File: src/rtl/pipeline_pkg.sv
// Shared definitions for the pipeline hazard controller: forward-select
// encodings, memory-handshake FSM states and the watchdog timer width.
package pipeline_pkg;

    // Operand source selects driven towards the E-stage ALU input muxes
    localparam logic [1:0] FWD_RF = 2'b00;  // value read from the register file
    localparam logic [1:0] FWD_W  = 2'b01;  // ResultW from the writeback stage
    localparam logic [1:0] FWD_M  = 2'b10;  // ALUOutM from the memory stage

    // Data-memory handshake tracker
    typedef enum logic [1:0] {
        IDLE = 2'b00,   // no outstanding access
        WAIT = 2'b01,   // M-stage access waiting for mem_ready_m
        ERR  = 2'b10    // watchdog expired, pipeline frozen until reset
    } mem_state_t;

    // Width of the WAIT-cycle timer; MEM_TIMEOUT must fit in it
    localparam int TIMER_W = 16;

endpackage

File: src/rtl/pipeline_hazard_ctrl_if.sv
// Bundle of pipeline stage information flowing into the hazard controller and
// the stall/flush/forward controls flowing back to the stage registers.
// The controller side uses the slave modport, the pipeline side the master.
interface pipeline_hazard_ctrl_if #(
    parameter int REG_AW = 5
);
    // D-stage operand usage
    logic [REG_AW-1:0] rs1_d;
    logic [REG_AW-1:0] rs2_d;
    logic              rs1_used_d;
    logic              rs2_used_d;

    // E-stage sources and per-stage destinations
    logic [REG_AW-1:0] rs1_e;
    logic [REG_AW-1:0] rs2_e;
    logic [REG_AW-1:0] rd_e;
    logic [REG_AW-1:0] rd_m;
    logic [REG_AW-1:0] rd_w;
    logic              reg_write_e;
    logic              reg_write_m;
    logic              reg_write_w;
    logic              mem_read_e;
    logic              pc_src_e;

    // M-stage data-memory handshake
    logic              mem_req_m;
    logic              mem_ready_m;

    // Stage controls
    logic              stall_f;
    logic              stall_d;
    logic              stall_e;
    logic              stall_m;
    logic              flush_d;
    logic              flush_e;
    logic              flush_w;
    logic [1:0]        forward_a_e;
    logic [1:0]        forward_b_e;

    // Pipeline side: publishes stage state, consumes controls
    modport master (
        output rs1_d, rs2_d, rs1_used_d, rs2_used_d,
        output rs1_e, rs2_e, rd_e, rd_m, rd_w,
        output reg_write_e, reg_write_m, reg_write_w, mem_read_e, pc_src_e,
        output mem_req_m, mem_ready_m,
        input  stall_f, stall_d, stall_e, stall_m,
        input  flush_d, flush_e, flush_w,
        input  forward_a_e, forward_b_e
    );

    // Controller side: consumes stage state, produces controls
    modport slave (
        input  rs1_d, rs2_d, rs1_used_d, rs2_used_d,
        input  rs1_e, rs2_e, rd_e, rd_m, rd_w,
        input  reg_write_e, reg_write_m, reg_write_w, mem_read_e, pc_src_e,
        input  mem_req_m, mem_ready_m,
        output stall_f, stall_d, stall_e, stall_m,
        output flush_d, flush_e, flush_w,
        output forward_a_e, forward_b_e
    );

endinterface

File: src/rtl/pipeline_hazard_ctrl_fwd_select.sv
// Forward-select generator for one E-stage source register. The memory stage
// holds the younger result, so a match there beats a match in writeback.
// Register x0 is hard-wired to zero and is never forwarded.
module fwd_select
    import pipeline_pkg::*;
#(
    parameter int REG_AW = 5
) (
    input  logic [REG_AW-1:0] src,
    input  logic [REG_AW-1:0] rd_m,
    input  logic [REG_AW-1:0] rd_w,
    input  logic              reg_write_m,
    input  logic              reg_write_w,
    output logic [1:0]        sel
);

    logic hit_m;
    logic hit_w;

    assign hit_m = reg_write_m && (rd_m != '0) && (rd_m == src);
    assign hit_w = reg_write_w && (rd_w != '0) && (rd_w == src);

    // Priority select: M over W over register file
    always_comb begin
        // NOTE: sel gets a value before any branch so every path assigns it
        // and no latch is inferred.
        sel = FWD_RF;
        if (hit_m) begin
            sel = FWD_M;
        end else if (hit_w) begin
            sel = FWD_W;
        end
    end

endmodule

File: src/rtl/pipeline_hazard_ctrl.sv
// Hazard controller for the 5-stage RV32 pipeline. Produces every stall,
// flush and forward select from same-cycle stage information plus the state
// of a small data-memory handshake tracker. Only the tracker state, its WAIT
// timer and the two saturating perf counters are registered.
module pipeline_hazard_ctrl
    import pipeline_pkg::*;
#(
    parameter int REG_AW      = 5,
    parameter bit FWD_EN      = 1'b1,
    parameter int MEM_TIMEOUT = 255,
    parameter int CNT_W       = 32
) (
    input  logic                  clk,
    input  logic                  rst,
    pipeline_hazard_ctrl_if.slave hz,
    output logic                  mem_timeout,
    output logic [CNT_W-1:0]      stall_cnt,
    output logic [CNT_W-1:0]      flush_cnt
);

    localparam logic [TIMER_W-1:0] TIMEOUT_VAL = TIMER_W'(MEM_TIMEOUT);
    localparam logic [CNT_W-1:0]   CNT_MAX     = '1;

    mem_state_t           state;
    mem_state_t           state_nxt;
    logic [TIMER_W-1:0]   timer;
    logic [TIMER_W-1:0]   timer_nxt;

    logic                 mem_stall;
    logic                 load_use;
    logic                 raw_stall;
    logic                 hazard;
    logic                 front_stall;
    logic [1:0]           fwd_a;
    logic [1:0]           fwd_b;

    // A used D-stage source that a writing stage will overwrite (x0 excluded)
    function automatic logic src_hit(
        input logic              used,
        input logic [REG_AW-1:0] src,
        input logic              wr,
        input logic [REG_AW-1:0] rd
    );
        return used && wr && (rd != '0) && (src == rd);
    endfunction

    // ------------------------------------------------------------------
    // Forwarding selects for both ALU operands
    // ------------------------------------------------------------------
    fwd_select #(.REG_AW(REG_AW)) u_fwd_a (
        .src         (hz.rs1_e),
        .rd_m        (hz.rd_m),
        .rd_w        (hz.rd_w),
        .reg_write_m (hz.reg_write_m),
        .reg_write_w (hz.reg_write_w),
        .sel         (fwd_a)
    );

    fwd_select #(.REG_AW(REG_AW)) u_fwd_b (
        .src         (hz.rs2_e),
        .rd_m        (hz.rd_m),
        .rd_w        (hz.rd_w),
        .reg_write_m (hz.reg_write_m),
        .reg_write_w (hz.reg_write_w),
        .sel         (fwd_b)
    );

    // ------------------------------------------------------------------
    // Data hazards seen from the D stage
    // ------------------------------------------------------------------
    // With forwarding only a load in E is too late to bypass; without it
    // any in-flight writer of a used source holds D until it retires.
    assign load_use  = hz.mem_read_e &&
                       (src_hit(hz.rs1_used_d, hz.rs1_d, hz.reg_write_e, hz.rd_e) ||
                        src_hit(hz.rs2_used_d, hz.rs2_d, hz.reg_write_e, hz.rd_e));

    assign raw_stall = src_hit(hz.rs1_used_d, hz.rs1_d, hz.reg_write_e, hz.rd_e) ||
                       src_hit(hz.rs2_used_d, hz.rs2_d, hz.reg_write_e, hz.rd_e) ||
                       src_hit(hz.rs1_used_d, hz.rs1_d, hz.reg_write_m, hz.rd_m) ||
                       src_hit(hz.rs2_used_d, hz.rs2_d, hz.reg_write_m, hz.rd_m) ||
                       src_hit(hz.rs1_used_d, hz.rs1_d, hz.reg_write_w, hz.rd_w) ||
                       src_hit(hz.rs2_used_d, hz.rs2_d, hz.reg_write_w, hz.rd_w);

    assign hazard    = FWD_EN ? load_use : raw_stall;

    // ------------------------------------------------------------------
    // Memory handshake tracker
    // ------------------------------------------------------------------
    // Tracker state and WAIT timer register
    always_ff @(posedge clk) begin
        // NOTE: state elements use non-blocking assignments so every flop
        // samples the pre-edge values regardless of block ordering.
        if (rst) begin
            state <= IDLE;
            timer <= '0;
        end else begin
            state <= state_nxt;
            timer <= timer_nxt;
        end
    end

    // Next-state, timer update and memory stall request
    always_comb begin
        state_nxt = state;
        timer_nxt = timer;
        mem_stall = 1'b0;
        case (state)
            IDLE: begin
                if (hz.mem_req_m && !hz.mem_ready_m) begin
                    mem_stall = 1'b1;
                    state_nxt = WAIT;
                    timer_nxt = TIMER_W'(1);
                end
            end
            WAIT: begin
                if (hz.mem_ready_m) begin
                    // access completes this cycle; pipeline moves on
                    state_nxt = IDLE;
                end else begin
                    mem_stall = 1'b1;
                    if (timer == TIMEOUT_VAL) begin
                        state_nxt = ERR;
                    end else begin
                        timer_nxt = timer + TIMER_W'(1);
                    end
                end
            end
            ERR: begin
                // frozen until reset
                mem_stall = 1'b1;
            end
            default: begin
                state_nxt = IDLE;
            end
        endcase
    end

    // ------------------------------------------------------------------
    // Stage controls
    // ------------------------------------------------------------------
    // A taken branch squashes the D instruction, so its hazard stall is moot.
    assign front_stall = mem_stall || (hazard && !hz.pc_src_e);

    // Control outputs; a frozen M stage defers branch and bubble flushes
    always_comb begin
        hz.stall_f     = 1'b0;
        hz.stall_d     = 1'b0;
        hz.stall_e     = 1'b0;
        hz.stall_m     = 1'b0;
        hz.flush_d     = 1'b0;
        hz.flush_e     = 1'b0;
        hz.flush_w     = 1'b0;
        hz.forward_a_e = FWD_RF;
        hz.forward_b_e = FWD_RF;
        mem_timeout    = 1'b0;
        if (!rst) begin
            hz.stall_f     = front_stall;
            hz.stall_d     = front_stall;
            hz.stall_e     = mem_stall;
            hz.stall_m     = mem_stall;
            hz.flush_w     = mem_stall;
            hz.flush_d     = hz.pc_src_e && !mem_stall;
            hz.flush_e     = !mem_stall && (hz.pc_src_e || hazard);
            hz.forward_a_e = FWD_EN ? fwd_a : FWD_RF;
            hz.forward_b_e = FWD_EN ? fwd_b : FWD_RF;
            mem_timeout    = (state == ERR);
        end
    end

    // ------------------------------------------------------------------
    // Performance counters
    // ------------------------------------------------------------------
    // Saturating stall/flush cycle counters
    always_ff @(posedge clk) begin
        if (rst) begin
            stall_cnt <= '0;
            flush_cnt <= '0;
        end else begin
            if (hz.stall_f && (stall_cnt != CNT_MAX)) begin
                stall_cnt <= stall_cnt + CNT_W'(1);
            end
            if ((hz.flush_d || hz.flush_e) && (flush_cnt != CNT_MAX)) begin
                flush_cnt <= flush_cnt + CNT_W'(1);
            end
        end
    end

endmodule

File: src/flat_wrapper.sv
// flat-port wrapper written by rule: the top's interface ports become plain ports
module pipeline_hazard_ctrl_flat import pipeline_pkg::*;
#(
    parameter int REG_AW      = 5,
    parameter bit FWD_EN      = 1'b1,
    parameter int MEM_TIMEOUT = 255,
    parameter int CNT_W       = 32
)
  (clk, rst, mem_timeout, stall_cnt, flush_cnt, hz_rs1_d, hz_rs2_d, hz_rs1_used_d, hz_rs2_used_d, hz_rs1_e, hz_rs2_e, hz_rd_e, hz_rd_m, hz_rd_w, hz_reg_write_e, hz_reg_write_m, hz_reg_write_w, hz_mem_read_e, hz_pc_src_e, hz_mem_req_m, hz_mem_ready_m, hz_stall_f, hz_stall_d, hz_stall_e, hz_stall_m, hz_flush_d, hz_flush_e, hz_flush_w, hz_forward_a_e, hz_forward_b_e);
  pipeline_hazard_ctrl_if #(.REG_AW(REG_AW)) hz_i ();
  input  logic clk;
  input  logic rst;
  output logic mem_timeout;
  output logic [CNT_W-1:0] stall_cnt;
  output logic [CNT_W-1:0] flush_cnt;
  input wire logic [$bits(hz_i.rs1_d)-1:0] hz_rs1_d;
  input wire logic [$bits(hz_i.rs2_d)-1:0] hz_rs2_d;
  input wire logic [$bits(hz_i.rs1_used_d)-1:0] hz_rs1_used_d;
  input wire logic [$bits(hz_i.rs2_used_d)-1:0] hz_rs2_used_d;
  input wire logic [$bits(hz_i.rs1_e)-1:0] hz_rs1_e;
  input wire logic [$bits(hz_i.rs2_e)-1:0] hz_rs2_e;
  input wire logic [$bits(hz_i.rd_e)-1:0] hz_rd_e;
  input wire logic [$bits(hz_i.rd_m)-1:0] hz_rd_m;
  input wire logic [$bits(hz_i.rd_w)-1:0] hz_rd_w;
  input wire logic [$bits(hz_i.reg_write_e)-1:0] hz_reg_write_e;
  input wire logic [$bits(hz_i.reg_write_m)-1:0] hz_reg_write_m;
  input wire logic [$bits(hz_i.reg_write_w)-1:0] hz_reg_write_w;
  input wire logic [$bits(hz_i.mem_read_e)-1:0] hz_mem_read_e;
  input wire logic [$bits(hz_i.pc_src_e)-1:0] hz_pc_src_e;
  input wire logic [$bits(hz_i.mem_req_m)-1:0] hz_mem_req_m;
  input wire logic [$bits(hz_i.mem_ready_m)-1:0] hz_mem_ready_m;
  output wire logic [$bits(hz_i.stall_f)-1:0] hz_stall_f;
  output wire logic [$bits(hz_i.stall_d)-1:0] hz_stall_d;
  output wire logic [$bits(hz_i.stall_e)-1:0] hz_stall_e;
  output wire logic [$bits(hz_i.stall_m)-1:0] hz_stall_m;
  output wire logic [$bits(hz_i.flush_d)-1:0] hz_flush_d;
  output wire logic [$bits(hz_i.flush_e)-1:0] hz_flush_e;
  output wire logic [$bits(hz_i.flush_w)-1:0] hz_flush_w;
  output wire logic [$bits(hz_i.forward_a_e)-1:0] hz_forward_a_e;
  output wire logic [$bits(hz_i.forward_b_e)-1:0] hz_forward_b_e;
  assign hz_i.rs1_d = hz_rs1_d;
  assign hz_i.rs2_d = hz_rs2_d;
  assign hz_i.rs1_used_d = hz_rs1_used_d;
  assign hz_i.rs2_used_d = hz_rs2_used_d;
  assign hz_i.rs1_e = hz_rs1_e;
  assign hz_i.rs2_e = hz_rs2_e;
  assign hz_i.rd_e = hz_rd_e;
  assign hz_i.rd_m = hz_rd_m;
  assign hz_i.rd_w = hz_rd_w;
  assign hz_i.reg_write_e = hz_reg_write_e;
  assign hz_i.reg_write_m = hz_reg_write_m;
  assign hz_i.reg_write_w = hz_reg_write_w;
  assign hz_i.mem_read_e = hz_mem_read_e;
  assign hz_i.pc_src_e = hz_pc_src_e;
  assign hz_i.mem_req_m = hz_mem_req_m;
  assign hz_i.mem_ready_m = hz_mem_ready_m;
  assign hz_stall_f = hz_i.stall_f;
  assign hz_stall_d = hz_i.stall_d;
  assign hz_stall_e = hz_i.stall_e;
  assign hz_stall_m = hz_i.stall_m;
  assign hz_flush_d = hz_i.flush_d;
  assign hz_flush_e = hz_i.flush_e;
  assign hz_flush_w = hz_i.flush_w;
  assign hz_forward_a_e = hz_i.forward_a_e;
  assign hz_forward_b_e = hz_i.forward_b_e;
  pipeline_hazard_ctrl #(.REG_AW(REG_AW), .FWD_EN(FWD_EN), .MEM_TIMEOUT(MEM_TIMEOUT), .CNT_W(CNT_W)) u_core (.clk(clk), .rst(rst), .hz(hz_i), .mem_timeout(mem_timeout), .stall_cnt(stall_cnt), .flush_cnt(flush_cnt));
endmodule
File: config.mk
export PLATFORM = sky130hd
export DESIGN_NAME = pipeline_hazard_ctrl_flat
export DESIGN_NICKNAME = d
export VERILOG_FILES = /design/src/rtl/pipeline_pkg.sv /design/src/rtl/pipeline_hazard_ctrl_if.sv /design/src/rtl/pipeline_hazard_ctrl_fwd_select.sv /design/src/rtl/pipeline_hazard_ctrl.sv /design/src/flat_wrapper.sv
export SDC_FILE = /design/constraint.sdc
export NUM_CORES = 1
export LEC_CHECK = 0
export CAP_MARGIN = 30
export CORE_ASPECT_RATIO = 1.2
export CORE_MARGIN = 8
export CORE_UTILIZATION = 49
export DETAILED_ROUTE_END_ITERATION = 12
export PLACE_DENSITY = 0.81
export SLEW_MARGIN = 20
export SYNTH_ARGS = -nofsm -noshare
export SYNTH_HDL_FRONTEND = slang
export SYNTH_SLANG_ARGS = --single-unit
export TNS_END_PERCENT = 30
File: constraint.sdc
create_clock -name clk -period 3.3 [get_ports clk]
set_clock_uncertainty 0.1 [all_clocks]
set_input_delay 0.66 -clock clk [delete_from_list [all_inputs] [get_ports clk]]
set_output_delay 0.66 -clock clk [all_outputs]
set_load 0.005 [all_outputs]
==> results_dict.tcl, run 1 <==
set metrics [dict create \
    status "completed" \
    worst_pin_slew_ns 0.669 \
    cts_setup_buffers 0 \
    avgViaCountPerCell 5.47 \
    slew_headroom_pct 55.2 \
    layout.cells.non_filler 823 \
    drc 0 \
    critPathTopFamily "buffers and inverters" \
    syn_area_mm2 0.00459 \
    avgSynthCellArea_um2 8.32 \
    fin_crit_ns 3.29 \
    die_area_mm2 0.0127 \
    p_leak_nw 2.30 \
    start_util_pct 50.6 \
    hold_class "reg -> reg" \
    hpwl_mm 9.63 \
    final.setup.tns_ns 0 \
    switchingPower_mw 0.474 \
    path_max_fanout 2 \
    htreeDepth 3 \
    clock_latency_ns 0.36 \
    first_global_vias 4519 \
    grt_max_degree 42 \
    timing.max_cap.violations 0 \
    worstPathArrival_ns 2.53 \
    ios 122 \
    synth_cells 552 \
    setup_viol 0 \
    clock-sinks 82 \
    root_buffer "clkbuf_8" \
    clockPowerShare_pct 36.7 \
    hold_viol_final 0 \
    yosysTopAreaCell "dfxtp_1" \
    cts_tree "built" \
    synth_fp_nets 601 \
    synth-seq-area-share_pct 35.7 \
    synth_edf_count 0 \
    yosys_warnings 0 \
    required_ns 2.54 \
    ant_nets 0 \
    synthArstFlopShare_pct 0 \
    synth_seq_cells 82 \
    crit_type "in -> out" \
    cp.buffers_inverters 4 \
    drt_wl_total_mm 12.7 \
    wl_per_cell_um 15.4 \
    power_density_mw_per_mm2 304 \
    grt_pass1_wl_mm 20.9 \
    fmax_mhz 304 \
    final_common_cell "clkdlybuf4s50_1" \
    cts_made_buffers 9 \
    netSwitchingFraction_pct 24.5 \
    drtIter0Drc 252 \
    die_h_um 122 \
    ys_types 50 \
    ys.flop_type "dfxtp_1" \
    path_clk_slew_ns 0.07 \
    slowest_delay_ns 0.44 \
    diodes 0 \
    synth.area.top_cells "dfxtp_1, xor2_1, xnor2_1, nor2_1, nand3_1" \
    port_buffers 121 \
    vdd_drop_max_mv 0.186 \
    cp-start-kind "input port" \
    dieWidth_um 104 \
    cts_buffer_depth 2 \
    fp-row-count 38 \
    final_layout_size_suffix_gt1_share_pct 12.9 \
    core_region_area_mm2 0.00908 \
    routabilityCongestion 0.872 \
    place_inst 808 \
    syn2layout_area_growth_pct 38.2 \
    final_nets 748 \
    post-route-period-util_pct 99.8 \
    grt_overflow_total 0 \
    rsz0062_at_grt "yes" \
    grt_antenna_before_repair 0 \
    seq_power_share_pct 51.6 \
    layout_common_cells "clkdlybuf4s50_1, dfxtp_1, nor2_1" \
    worstSetupEndpointType "output pin" \
    synth_top_area_share_pct 35.7 \
    drt_pass1_iterations 4 \
    power_frac_comb_pct 11.7 \
    grt_usage_pct 19.6 \
    fin_util_pct 69.9 \
    slowest_stage "clkdlybuf4s50_1" \
    cp_cell_sequence "clkdlybuf4s50_1 > buf_4 > xnor2_1 > and3_1 > a222oi_1 > or2_4 > inv_1 > dlygate4sd2_1" \
    p_int_mw 1.46 \
    report.final.slew_viol_count 0 \
    vias 4503 \
]
-- power groups by stage --
stage / clock (mW) / combinational [mW] / sequential, mW
after floorplan: 0 / 0.0946 / 1.02
after global placement: 0 / 0.216 / 1.02
after detailed placement: 0 / 0.221 / 1.02
after CTS: 0.725 / 0.223 / 0.998
after global routing: 0.770 / 0.244 / 0.999
final: 0.709 / 0.225 / 0.998
-- routing by layer --
metal | GRT usage [%] | share of wire, %
met1 | 22.9 | 42
met2 | 32.0 | 48
met3 | 7.55 | 8.1
met4 | 7.16 | 1.6
met5 | 0 | 0
-- final cells by class --
cell class,instances,area [um2]
fill,697,2730
sequential,82,1640
inverter,9,33.8
multi-input combinational,438,2830
timing repair buffer,159,1510
tap,120,150
clock inverter,5,56.3
clock buffer,10,128
-- worst register-to-register path: cells and delay by family (launching register included) --
kind / cells / cell delay, ns
AO/OA/AOI/OAI: 2 / 0.27
AND/OR/NAND/NOR: 5 / 1.50
flip-flops: 1 / 0.49
buffers and inverters: 1 / 0.16
-- path summary, 6_finish.rpt --
path | cells after the start | end | slack, ns | startpoint
hold / removal | 2 | u_core.timer[10] | 0.40 | u_core.timer[10]
hold reg to reg | 2 | u_core.timer[10] | 0.40 | u_core.timer[10]
setup / recovery | 8 | hz_stall_d | 0.005 | hz_rd_e[0]
setup reg to reg | 8 | u_core.flush_cnt[21] | 0.70 | u_core.state[0]
-- flip-flops by register name, indices dropped and copies added (netlist names) --
register          flops
u_core.flush_cnt     32
u_core.state          2
u_core.stall_cnt     32
u_core.timer         16
-- logic make-up after synthesis --
logic type / after synthesis / share of synthesized area (%)
AND/OR/NAND/NOR: 292 / 34.6
flip-flops: 82 / 35.7
AO/OA/AOI/OAI: 53 / 7.65
adder cells (fa/ha/maj): 3 / 0.817
XOR/XNOR: 79 / 15.1
multiplexers: 11 / 2.78
buffers and inverters: 32 / 3.38
-- Yosys cell counts, types with 3 or more instances --
master,number
dfxtp_1,82
nor2_1,81
nand2_1,46
nand3_1,43
xor2_1,42
xnor2_1,37
a21oi_1,19
nand4_1,19
and3_1,16
nor3_1,16
clkbuf_1,12
nor4_2,11
or3_1,11
or4_1,10
inv_1,9
o21ai_0,9
and2_1,8
nor2b_1,8
buf_4,6
nor4_1,6
a31o_2,5
and4_1,5
buf_2,4
ha_1,3
mux2_1,3
mux2_2,3
mux2i_1,3
o211ai_1,3
o21ai_1,3
o31ai_1,3
or2_2,3
-- through the flow --
step	cell area (um2)	worst slack [ns]	total power, mW	hold WS, ns
floorplan	4590	0.522	1.11	0.357
CTS	6310	-0.214	1.95	0.406
detailed placement	6120	-0.324	1.24	0.396
global placement	6120	-0.269	1.24	0.371
finish	6350	0.00550	1.93	0.404
global route	6350	-0.0568	2.01	0.433
-- repair_timing --
| action | CTS | global route |
|---|---|---|
| pin swaps | 0 | 2 |
| cloned | 0 | 0 |
| setup endpoints to repair | 7 | 7 |
| hold buffers | 0 | 0 |
| gates resized for setup | 6 | 13 |
Power figures use the tool's default switching activity.
==> inputs of run 2 (changes only) <==
--- a/config.mk
+++ b/config.mk
@@ -10,7 +10,7 @@
 export CORE_MARGIN = 8
 export CORE_UTILIZATION = 49
 export DETAILED_ROUTE_END_ITERATION = 12
-export PLACE_DENSITY = 0.81
+export PLACE_DENSITY = 0.79
 export SLEW_MARGIN = 20
 export SYNTH_ARGS = -nofsm -noshare
 export SYNTH_HDL_FRONTEND = slang
==> results_dict.tcl, run 2 (synthesis gave the netlist of run 1 again) <==
set metrics [dict create \
    status "finished, violations left" \
    violations "setup timing" \
    clock-sinks 82 \
    fin_crit_ns 3.32 \
    routabilityCongestion 0.879 \
    r2r-start "u_core.stall_cnt[3]" \
    clock_latency_ns 0.35 \
    grt_overflow_total 0 \
    cts_hold_buf 0 \
    layout_common_cells "clkdlybuf4s50_1, dfxtp_1, nor2_1" \
    cp.buffers_inverters 4 \
    cts_made_buffers 9 \
    ios 122 \
    avgViaCountPerCell 5.44 \
    timing.max_cap.violations 0 \
    power_mw 2.08 \
    cts_buffer_depth 2 \
    dieWidth_um 104 \
    crit_type "in -> out" \
    worstPathArrival_ns 2.56 \
    syn2layout_area_growth_pct 39.5 \
    required_ns 2.54 \
    hold_class "reg -> reg" \
    cts_tree "built" \
    grt_max_degree 41 \
    drtIter0Drc 223 \
    wl_per_cell_um 15.1 \
    ant_nets 0 \
    post-route-period-util_pct 101 \
    hold_viol_final 0 \
    slowest_stage "clkdlybuf4s50_1" \
    r2r_cells 8 \
    largestRegisters "u_core.flush_cnt x32, u_core.stall_cnt x32, u_core.timer x16" \
    hp-start "u_core.timer[10]" \
    regToRegSetupSlack_ns 0.74 \
    reg2reg_to "u_core.stall_cnt[18]" \
    critPathTopFamily "buffers and inverters" \
    setup_viol 2 \
    hold_depth 2 \
    setup_ws_ns -0.0229 \
    drt_wl_total_mm 12.5 \
    p_leak_nw 2.30 \
    root_buffer "clkbuf_8" \
    worst_pin_slew_ns 0.670 \
    port_buffers 121 \
    final_nets 752 \
    grt_usage_pct 19.9 \
    fmax_mhz 301 \
    grt_antenna_before_repair 0 \
    final_common_cell "clkdlybuf4s50_1" \
    vdd_drop_max_mv 0.338 \
    path_clk_slew_ns 0.08 \
    hpwl_mm 9.76 \
    grt_pass1_wl_mm 21.3 \
    final_area_mm2 0.00641 \
    final.setup.tns_ns -0.0308 \
    drc 0 \
    worstHoldEndpoint "u_core.timer[10]" \
    first_global_vias 4626 \
    cp_cell_sequence "clkdlybuf4s50_1 > buf_4 > xor2_1 > nor4_2 > a222oi_1 > or2_2 > inv_1 > dlygate4sd2_1" \
    diodes 0 \
    start_util_pct 50.6 \
    rsz0062_at_grt "yes" \
    path_max_fanout 3 \
    fillers 756 \
    htreeDepth 3 \
    worstSetupEndpointType "output pin" \
    final_layout_size_suffix_gt1_share_pct 13.3 \
    drt_pass1_iterations 4 \
    slowest_delay_ns 0.43 \
    slew_headroom_pct 55.1 \
    core_region_area_mm2 0.00908 \
    report.final.slew_viol_count 0 \
    die_h_um 122 \
    fp-row-count 38 \
    hold_slack_ns 0.397 \
    power_density_mw_per_mm2 324 \
    vias 4505 \
    place_area_mm2 0.00615 \
    cp-start-kind "input port" \
    die_area_mm2 0.0127 \
]
## run 2: cell count changes in the layout (fill, tap and decap cells not counted), sizes merged
cell	before	now
buf	39	43
clkdlybuf4s50	111	113
clkbuf	11	10
dlygate4sd2	2	4
bufinv	1	3
dlymetal6s2s	6	3
clkinvlp	1	0
## run 2: layout make-up
| class | count | area [um2] | area share, % |
|---|---|---|---|
| multi-input combinational | 438 | 2820 | 43.9 |
| sequential | 82 | 1640 | 25.6 |
| timing repair buffer | 163 | 1530 | 23.9 |
| tap | 120 | 150 | 2.34 |
| clock buffer | 10 | 128 | 1.99 |
| clock inverter | 6 | 105 | 1.64 |
| inverter | 9 | 33.8 | 0.527 |
## run 2: worst reg2reg max path: stages, from the launching register on
cell     delay [ns]
dfxtp_1        0.43
and4_1         0.26
nand4_1        0.31
nor4_1         0.56
nor3_1         0.20
buf_2          0.22
and3_1         0.18
xnor2_1        0.13
nor2_1         0.05
## run 2: how the worst max path moves through the flow
stage | startpoint | slack (ns) | endpoint | depth (start not counted)
floorplan | hz_rd_e[0] | 0.52 | hz_stall_f | 6
global placement | hz_rd_m[0] | -0.25 | hz_forward_a_e[0] | 6
detailed placement | hz_rd_e[3] | -0.25 | hz_stall_f | 7
CTS | hz_rd_e[4] | -0.19 | hz_flush_e | 7
global route | hz_rd_e[0] | -0.16 | hz_stall_f | 8
finish | hz_rd_e[0] | -0.02 | hz_stall_f | 8
## run 2: power by group
part	leakage, nW	switching, mW	total [mW]	internal, mW
combinational	1.51	0.104	0.227	0.124
sequential	0.661	0.00540	0.997	0.992
clock	0.120	0.354	0.853	0.499
total	2.30	0.463	2.08	1.61
## run 2: layer usage
metal / track usage (%) / up-vias / part of all wire, %
li1: - / 2235 / -
met1: 21.8 / 2100 / 40
met2: 34.2 / 151 / 49
met3: 7.40 / 19 / 8.9
met4: 8.25 / 0 / 1.9
met5: 0 / - / 0
## run 2: timing repair
| item | 4_1_cts | 5_1_grt |
|---|---|---|
| buffers inserted | 0 | 1 |
| gates resized for setup | 8 | 4 |
| pin swaps | 0 | 4 |
| setup endpoints to repair | 5 | 5 |
| hold endpoints to repair | 0 | 0 |
## run 2: per-stage QoR
step | util, % | instances | worst slack, ns
detailed placement | 67.7 | 811 | -0.248
finish | 70.6 | 828 | -0.0229
global placement | 67.6 | 810 | -0.253
global route | 70.6 | 828 | -0.161
CTS | 70.4 | 827 | -0.189
floorplan | - | 552 | 0.522
==> inputs of run 3 (changes only) <==
--- a/config.mk
+++ b/config.mk
@@ -10,7 +10,7 @@
 export CORE_MARGIN = 8
 export CORE_UTILIZATION = 49
 export DETAILED_ROUTE_END_ITERATION = 12
-export PLACE_DENSITY = 0.79
+export PLACE_DENSITY = 0.81
 export SLEW_MARGIN = 20
 export SYNTH_ARGS = -nofsm -noshare
 export SYNTH_HDL_FRONTEND = slang
==> results of run 3 <==
Same layout as run 1: the final DEF is identical, and so are final timing and power.
